[config.mk]
export PLATFORM = sky130hd
export DESIGN_NAME = clause_register_file
export DESIGN_NICKNAME = d
export VERILOG_FILES = /design/src/rtl/clause_register_file.sv
export SDC_FILE = /design/constraint.sdc
export NUM_CORES = 1
export LEC_CHECK = 0
export CORE_MARGIN = 4
export CORE_UTILIZATION = 59
export CTS_CLUSTER_DIAMETER = 120
export DETAILED_ROUTE_END_ITERATION = 12
export PLACE_DENSITY = 0.83
export SLEW_MARGIN = 20
export SYNTH_ARGS = -nofsm -noshare
export SYNTH_HDL_FRONTEND = slang
export SYNTH_SLANG_ARGS = --single-unit
[constraint.sdc]
create_clock -name in_clk -period 6.7 [get_ports in_clk]
set_clock_uncertainty 0.15 [all_clocks]
set_input_delay 1.34 -clock in_clk [delete_from_list [all_inputs] [get_ports in_clk]]
set_output_delay 1.34 -clock in_clk [all_outputs]
set_load 0.02 [all_outputs]
[src/rtl/clause_register_file.sv]
// Clause register file: stores signed coefficient vectors with per-entry valid bits and
// streams the valid entries out in ascending index order over a valid/ready scan port.
module clause_register_file #(
    parameter int BIT_WIDTH_OF_INTEGER_VARIABLE = 4,
    parameter int NUMBER_OF_INTEGER_VARIABLES   = 3,
    parameter int MAX_NUMBER_OF_CLAUSES         = 8,
    parameter int CLAUSE_INDEX_WIDTH            = 3,
    localparam int CW = BIT_WIDTH_OF_INTEGER_VARIABLE * NUMBER_OF_INTEGER_VARIABLES
) (
    input  logic                          in_clk,
    input  logic                          in_reset,
    input  logic                          in_write_enable,
    input  logic [CLAUSE_INDEX_WIDTH-1:0] in_write_index,
    input  logic [CW-1:0]                 in_clause_coefficients,
    input  logic                          in_clear_all,
    input  logic                          in_scan_start,
    input  logic                          in_scan_ready,
    output logic                          out_scan_valid,
    output logic [CLAUSE_INDEX_WIDTH-1:0] out_scan_index,
    output logic [CW-1:0]                 out_scan_coefficients,
    output logic                          out_scan_last,
    output logic                          out_scan_busy,
    output logic                          out_scan_done,
    output logic [MAX_NUMBER_OF_CLAUSES-1:0] out_valid_mask,
    output logic [CLAUSE_INDEX_WIDTH:0]   out_clause_count,
    output logic                          out_write_error
);

    localparam int MW = (MAX_NUMBER_OF_CLAUSES > 1) ? $clog2(MAX_NUMBER_OF_CLAUSES) : 1;
    localparam logic [CLAUSE_INDEX_WIDTH:0] MAX_CLAUSES =
        (CLAUSE_INDEX_WIDTH+1)'(MAX_NUMBER_OF_CLAUSES);

    typedef enum logic {
        ST_IDLE,
        ST_SCAN
    } state_t;

    state_t                          state_q, state_d;
    logic [MAX_NUMBER_OF_CLAUSES-1:0] valid_q, valid_d;
    logic [CLAUSE_INDEX_WIDTH:0]     count_q, count_d;
    logic                            scan_valid_q, scan_valid_d;
    logic [CLAUSE_INDEX_WIDTH-1:0]   scan_index_q, scan_index_d;
    logic                            scan_last_q, scan_last_d;
    logic                            scan_done_q, scan_done_d;
    logic                            write_error_q, write_error_d;

    logic [CW-1:0]                   mem_q [MAX_NUMBER_OF_CLAUSES];

    logic                            write_req;
    logic                            write_ok;
    logic                            mem_we;
    logic [MW-1:0]                   mem_waddr;
    logic                            beat_xfer;

    logic [CLAUSE_INDEX_WIDTH-1:0]   first_idx;
    logic [CLAUSE_INDEX_WIDTH-1:0]   high_d;
    logic [CLAUSE_INDEX_WIDTH-1:0]   next_idx;
    logic [CLAUSE_INDEX_WIDTH-1:0]   high_q;

    assign write_req = in_write_enable & ~in_clear_all;
    assign write_ok  = write_req && ({1'b0, in_write_index} < MAX_CLAUSES) && (state_q == ST_IDLE);
    assign mem_we    = write_ok & ~in_reset;
    assign mem_waddr = in_write_index[MW-1:0];
    assign beat_xfer = scan_valid_q & in_scan_ready;

    always_comb begin
        valid_d = valid_q;
        count_d = count_q;
        if (in_clear_all) begin
            valid_d = '0;
            count_d = '0;
        end else if (write_ok) begin
            valid_d[mem_waddr] = 1'b1;
            if (!valid_q[mem_waddr]) begin
                count_d = count_q + (CLAUSE_INDEX_WIDTH+1)'(1);
            end
        end
    end

    // The first beat is chosen from the post-write mask so a write in the start cycle is included.
    always_comb begin
        first_idx = '0;
        next_idx  = '0;
        high_d    = '0;
        high_q    = '0;
        for (int i = MAX_NUMBER_OF_CLAUSES - 1; i >= 0; i--) begin
            if (valid_d[i]) first_idx = CLAUSE_INDEX_WIDTH'(i);
            if (valid_q[i] && (CLAUSE_INDEX_WIDTH'(i) > scan_index_q)) next_idx = CLAUSE_INDEX_WIDTH'(i);
        end
        for (int i = 0; i < MAX_NUMBER_OF_CLAUSES; i++) begin
            if (valid_d[i]) high_d = CLAUSE_INDEX_WIDTH'(i);
            if (valid_q[i]) high_q = CLAUSE_INDEX_WIDTH'(i);
        end
    end

    // NOTE: every signal gets a default before the case so no latch is inferred.
    always_comb begin
        state_d       = state_q;
        scan_valid_d  = scan_valid_q;
        scan_index_d  = scan_index_q;
        scan_last_d   = scan_last_q;
        scan_done_d   = 1'b0;
        write_error_d = write_req & ~write_ok;

        if (in_clear_all) begin
            state_d      = ST_IDLE;
            scan_valid_d = 1'b0;
            scan_last_d  = 1'b0;
        end else begin
            case (state_q)
                ST_IDLE: begin
                    scan_valid_d = 1'b0;
                    scan_last_d  = 1'b0;
                    if (in_scan_start) begin
                        if (count_q != '0) begin
                            state_d      = ST_SCAN;
                            scan_valid_d = 1'b1;
                            scan_index_d = first_idx;
                            scan_last_d  = (first_idx == high_d);
                        end else begin
                            scan_done_d = 1'b1;
                        end
                    end
                end
                ST_SCAN: begin
                    if (beat_xfer) begin
                        if (scan_last_q) begin
                            state_d      = ST_IDLE;
                            scan_valid_d = 1'b0;
                            scan_last_d  = 1'b0;
                            scan_done_d  = 1'b1;
                        end else begin
                            scan_index_d = next_idx;
                            scan_last_d  = (next_idx == high_q);
                        end
                    end
                end
                default: begin
                    state_d      = ST_IDLE;
                    scan_valid_d = 1'b0;
                    scan_last_d  = 1'b0;
                end
            endcase
        end
    end

    // NOTE: sequential state uses non-blocking assignments only; reset is synchronous.
    always_ff @(posedge in_clk) begin
        if (in_reset) begin
            state_q       <= ST_IDLE;
            valid_q       <= '0;
            count_q       <= '0;
            scan_valid_q  <= 1'b0;
            scan_index_q  <= '0;
            scan_last_q   <= 1'b0;
            scan_done_q   <= 1'b0;
            write_error_q <= 1'b0;
        end else begin
            state_q       <= state_d;
            valid_q       <= valid_d;
            count_q       <= count_d;
            scan_valid_q  <= scan_valid_d;
            scan_index_q  <= scan_index_d;
            scan_last_q   <= scan_last_d;
            scan_done_q   <= scan_done_d;
            write_error_q <= write_error_d;
        end
    end

    // NOTE: storage has no reset; the valid bits alone decide what is readable.
    always_ff @(posedge in_clk) begin
        if (mem_we) begin
            mem_q[mem_waddr] <= in_clause_coefficients;
        end
    end

    assign out_scan_valid        = scan_valid_q;
    assign out_scan_index        = scan_index_q;
    assign out_scan_coefficients = mem_q[scan_index_q[MW-1:0]];
    assign out_scan_last         = scan_last_q;
    assign out_scan_busy         = (state_q == ST_SCAN);
    assign out_scan_done         = scan_done_q;
    assign out_valid_mask        = valid_q;
    assign out_clause_count      = count_q;
    assign out_write_error       = write_error_q;

endmodule

# Yosys cells after proc, flatten, opt, wreduce, memory -nomap -nowiden

Memories as Yosys holds them, arrays and structs flattened. A register that Yosys moved wholly into a read port is not among the register bits.
Cells that the tools add are included.
Widths: inputs -> output; s select.

Word-level logic and storage cells: 115
Register bits after elaboration: 20
Output and inout bits: 32
Bits in writable memories: 96
Bits of input ports: 21
Memories kept: 1

Multiplexer cells: 63
Reduce and logical (&&, ||, !) cells: 15
Bitwise logic cells: 10
$add $sub $neg: 1
$lt $le $gt $ge: 10
Equal/unequal tests: 7

Memories:

| name  | words | bits a word | rd ports | clocked after memory_dff | wr ports | RTL line | RTL |
|---|---|---|---|---|---|---|---|
| mem_q | 8     | 12          | 1        | 1                        | 1        | 47       | `logic [CW-1:0] mem_q [MAX_NUMBER_OF_CLAUSES];` |

Operators with widths:

| cell                | number |
|---|---|
| $mux 3              | 34 |
| $mux 1              | 20 |
| $mux 8              | 2 |
| $gt 3x3->1 const A  | 4 |
| $logic_and 1x1->1   | 10 |
| $or 8x8->8          | 1 |
| $pmux 1 s2          | 4 |
| $eq 3x3->1          | 2 |
| $gt 1x3->1 const A  | 2 |
| $gt 2x3->1 const A  | 2 |
| $ne 2x1->1 const B  | 3 |
| $pmux 3 s2          | 1 |
| $not 1->1           | 5 |
| $reduce_and 5->1    | 1 |
| $add 4x1->4 const B | 1 |
| $and 1x1->1         | 4 |
| $lt 3x4->1 const B  | 1 |
| $ne 2x2->1 const B  | 2 |
| $reduce_and 2->1    | 2 |
| $reduce_bool 4->1   | 1 |
| $bmux 1 s3          | 1 |
| $demux 1 s3         | 1 |
| $ge 3x1->1 const B  | 1 |
| $reduce_or 2->1     | 1 |

# Logic depth before layout (Yosys ltp)

Word-level depth: 20
Depth in mapped cells: 9
Gate-level depth less buffers: 7

# Worst setup path before layout

OpenSTA, ideal clock, no wires.

Path kind: in2reg
Start: in in_clear_all
End: mem mem_q[2][0] (netlist name) (enable)
Arrival time: 2906 ps
Stages on the path: 4
Path buffers: 1
Library setup time: 396 ps
Slack: 3248 ps
Required time: 6154 ps
Cell sequence: buf_6 and4bb_4 or2b_1 nor3_1

Word-level cells in the longest chain between the ends: 6

RTL lines:

| element                      | RTL line | RTL |
|---|---|---|
| start: declaration           | 15       | `input logic in_clear_all,` |
| $not 1->1 (no source line)   | n/a      |  |
| $and 1x1->1                  | 60       | `assign write_req = in_write_enable & ~in_clear_all;` |
| $logic_and 1x1->1            | 61       | `assign write_ok = write_req && ({1'b0, in_write_index} < MAX_CLAUSES) && (state_q == ST_IDLE);` |
| $and 1x1->1                  | 62       | `assign mem_we = write_ok & ~in_reset;` |
| $mux 1                       | 172      | `if (mem_we) begin` |
| $mux 1 (not written as such) | 173      | `mem_q[mem_waddr] <= in_clause_coefficients;` |
| end: declaration             | 47       |  |

Every way passes these cells.

==> impl_metrics.toml <==
[layout]
diodes = 0
multi_input_area_mm2 = 0.00175
post-route-util_pct = 73.7
seq_area_mm2 = 0.00334
finalNonFillerCells = 531
layout-drive-gt1-share_pct = 20.3
fin_nets = 433
n_fill_cell = 532
area_growth_pct = 22.3

[global_route]
first_global_vias = 3316
grt_overflow = 0
antenna_found_initial = 0
track_usage_pct = 23.7
grt_first_pass_wirelength_um = 17800
grt_max_degree = 25

[sta]
period_share_pct = 62.1
finalHoldViolCount = 0
maxSlewHeadroom_pct = 28.9
tns_ps = 0
setup_viol = 0
slew_viol_final = 0
timing.final.ws_setup_ps = 2540
rsz0062_at_grt = "false"
max_freq_mhz = 240
period_minus_slack_ps = 4160
holdWs_ps = 356
worst_pin_slew_ps = 1060

[synth]
ys_ff_latch = 119
synth-main-ff-cell = "edfxtp_1"
syn_area_mm2 = 0.00523
netlist-cell-type-count = 58
syn-instance-count = 358
synth_top_area_cell = "edfxtp_1"
async_flop_share_pct = 0
syn_nets = 381
seq_area_frac_synth_pct = 63.9
yosys.area.top_type_share_pct = 55.1
syn_area_per_cell_um2 = 14.6
yosysMostFrequentCell = "edfxtp_1"
ys_top_cells_by_count = "edfxtp_1 (96), nor2_1 (39), mux4_2 (24)"
synth_edf_count = 96
synth_area_leaders = "edfxtp_1 (55%), mux4_2 (10%), dfxtp_1 (8.8%)"
yosys_warnings = 0

[routing]
firstDrtPassIters = 5
viasPerCell = 6.18
ant_nets = 0
routedWlPerCell_um = 21.4
vias = 3280
drt_iter0_markers = 265
drc = 0
wirelength_um = 11400

[die]
die_y_um = 102
dieWidth_um = 102
die_area_mm2 = 0.0104
pin_count = 53
start_util_pct = 60.3
core_area_mm2 = 0.00868
row_count = 34

[clock_network]
cts_tree = "done"
clk_latency_ps = 520
cts.clk_slew.worst_paths_ps = 60
ctsRootBufferMaster = "clkbuf_8"
cts-resized-gates = 0
cts_max_level = 4
cts-root-to-sink-buffers = 2
cts.sinks = 119
numCtsBuffers = 17
postCtsSetupBuffers = 0
holdBufCountCts = 0

[critical_path]
end_kind = "output pin"
arrival_ps = 2670
worst-setup-path-type = "register to output pin"
crit_slowest_cell = "mux4_2"
critPathLaunchType = "register"
path_cells = "buf_4, mux4_2, mux2_2, clkdlybuf4s50_1"
slowest_delay_ps = 580
cp_max_fo = 24
critical_path_required_ps = 5210

[power_and_ir_drop]
peakVddDrop_mv = 0.243
p_per_area_mw_per_mm2 = 281
p_leak_nw = 2.03

[flow_run]
drv_cap = 0

[placement]
place_congestion = 0.918
preCtsSetupSlack_ps = 2340
portBuffers = 52
place_inst = 499
dp_hpwl_um = 7370

[status]
status = "complete, no violations"

[worst_hold_path]
min_path_type = "register to register"
## through the flow
stage               area, um^2  total power, mW
floorplan                 5230            0.875
global placement          5790            0.912
detailed placement        5790            0.915
CTS                       6390             1.81
global route              6400             1.86
finish                    6400             1.80
## cells in the final DEF (no fill, tap or decap), types with 4 or more instances in the layout
cell             netlist  layout
edfxtp_1              96      96
clkdlybuf4s50_1        0      52
nor2_1                39      35
mux4_2                24      24
dfxtp_1               23      22
a21oi_1               16      16
clkbuf_16              0      16
inv_1                 13      13
mux2_2                12      12
nand2_1               11      11
o21ai_0                9       9
nor2b_1                8       8
nand2b_1               7       7
nand3_1                6       6
a211oi_1               6       6
nor3_1                 8       6
nor2_2                 1       5
a31oi_1                4       4
clkinvlp_4             0       4
## final cells by class
| class | count | share of cell area [%] |
|---|---|---|
| inverter | 13 | 0.763 |
| tap | 108 | 2.11 |
| timing repair buffer | 53 | 8.25 |
| clock inverter | 15 | 2.78 |
| multi-input combinational | 206 | 27.3 |
| sequential | 119 | 52.3 |
| clock buffer | 17 | 6.47 |
## worst max-delay path: cells and delay by family (launching register included)
| kind | cells | cell delay [ps] |
|---|---|---|
| mux | 2 | 880 |
| buf+inv | 2 | 960 |
| flops | 1 | 310 |
## kinds of logic after synthesis
logic type      synth area share, %
compound gates                 8.37
xor+xnor                      0.670
flops                          63.9
fa+ha+maj                     0.478
buf+inv                        3.06
mux                            13.8
simple gates                   9.76
## sequential cells by signal (all words and copies together), names as in the netlist, 3 cells and up, named ones only
| signal | cells |
|---|---|
| out_valid_mask | 8 |
| mem_q | 96 |
| out_scan_index | 3 |
| out_clause_count | 4 |
## routing by layer
layer	part of all wire [%]	up-vias	GRT usage [%]
met5	0	-	0
met4	2.0	0	9.08
met3	7.3	23	7.10
met2	51	165	38.1
met1	40	1613	30.7
li1	-	1479	-
## where the power goes
part	leakage [nW]	total, mW	internal (mW)	switching, mW
Sequential	1.05	0.811	0.804	0.00638
Combinational	0.701	0.0898	0.0400	0.0498
Clock	0.278	0.899	0.566	0.332
Total	2.03	1.80	1.41	0.388
## worst paths after layout
path	start	cells past startpoint	slack, ps	end
min	out_clause_count[3]$_SDFFE_PP0P_	2	360	out_clause_count[3]$_SDFFE_PP0P_
max reg2reg	out_scan_busy$_SDFF_PP0_	3	4040	mem_q[0][3]$_DFFE_PP_
max	register	4	2540	out_scan_coefficients[0]
min reg2reg	out_clause_count[3]$_SDFFE_PP0P_	2	360	out_clause_count[3]$_SDFFE_PP0P_
No activity file was read; power rests on OpenSTA's default activity.
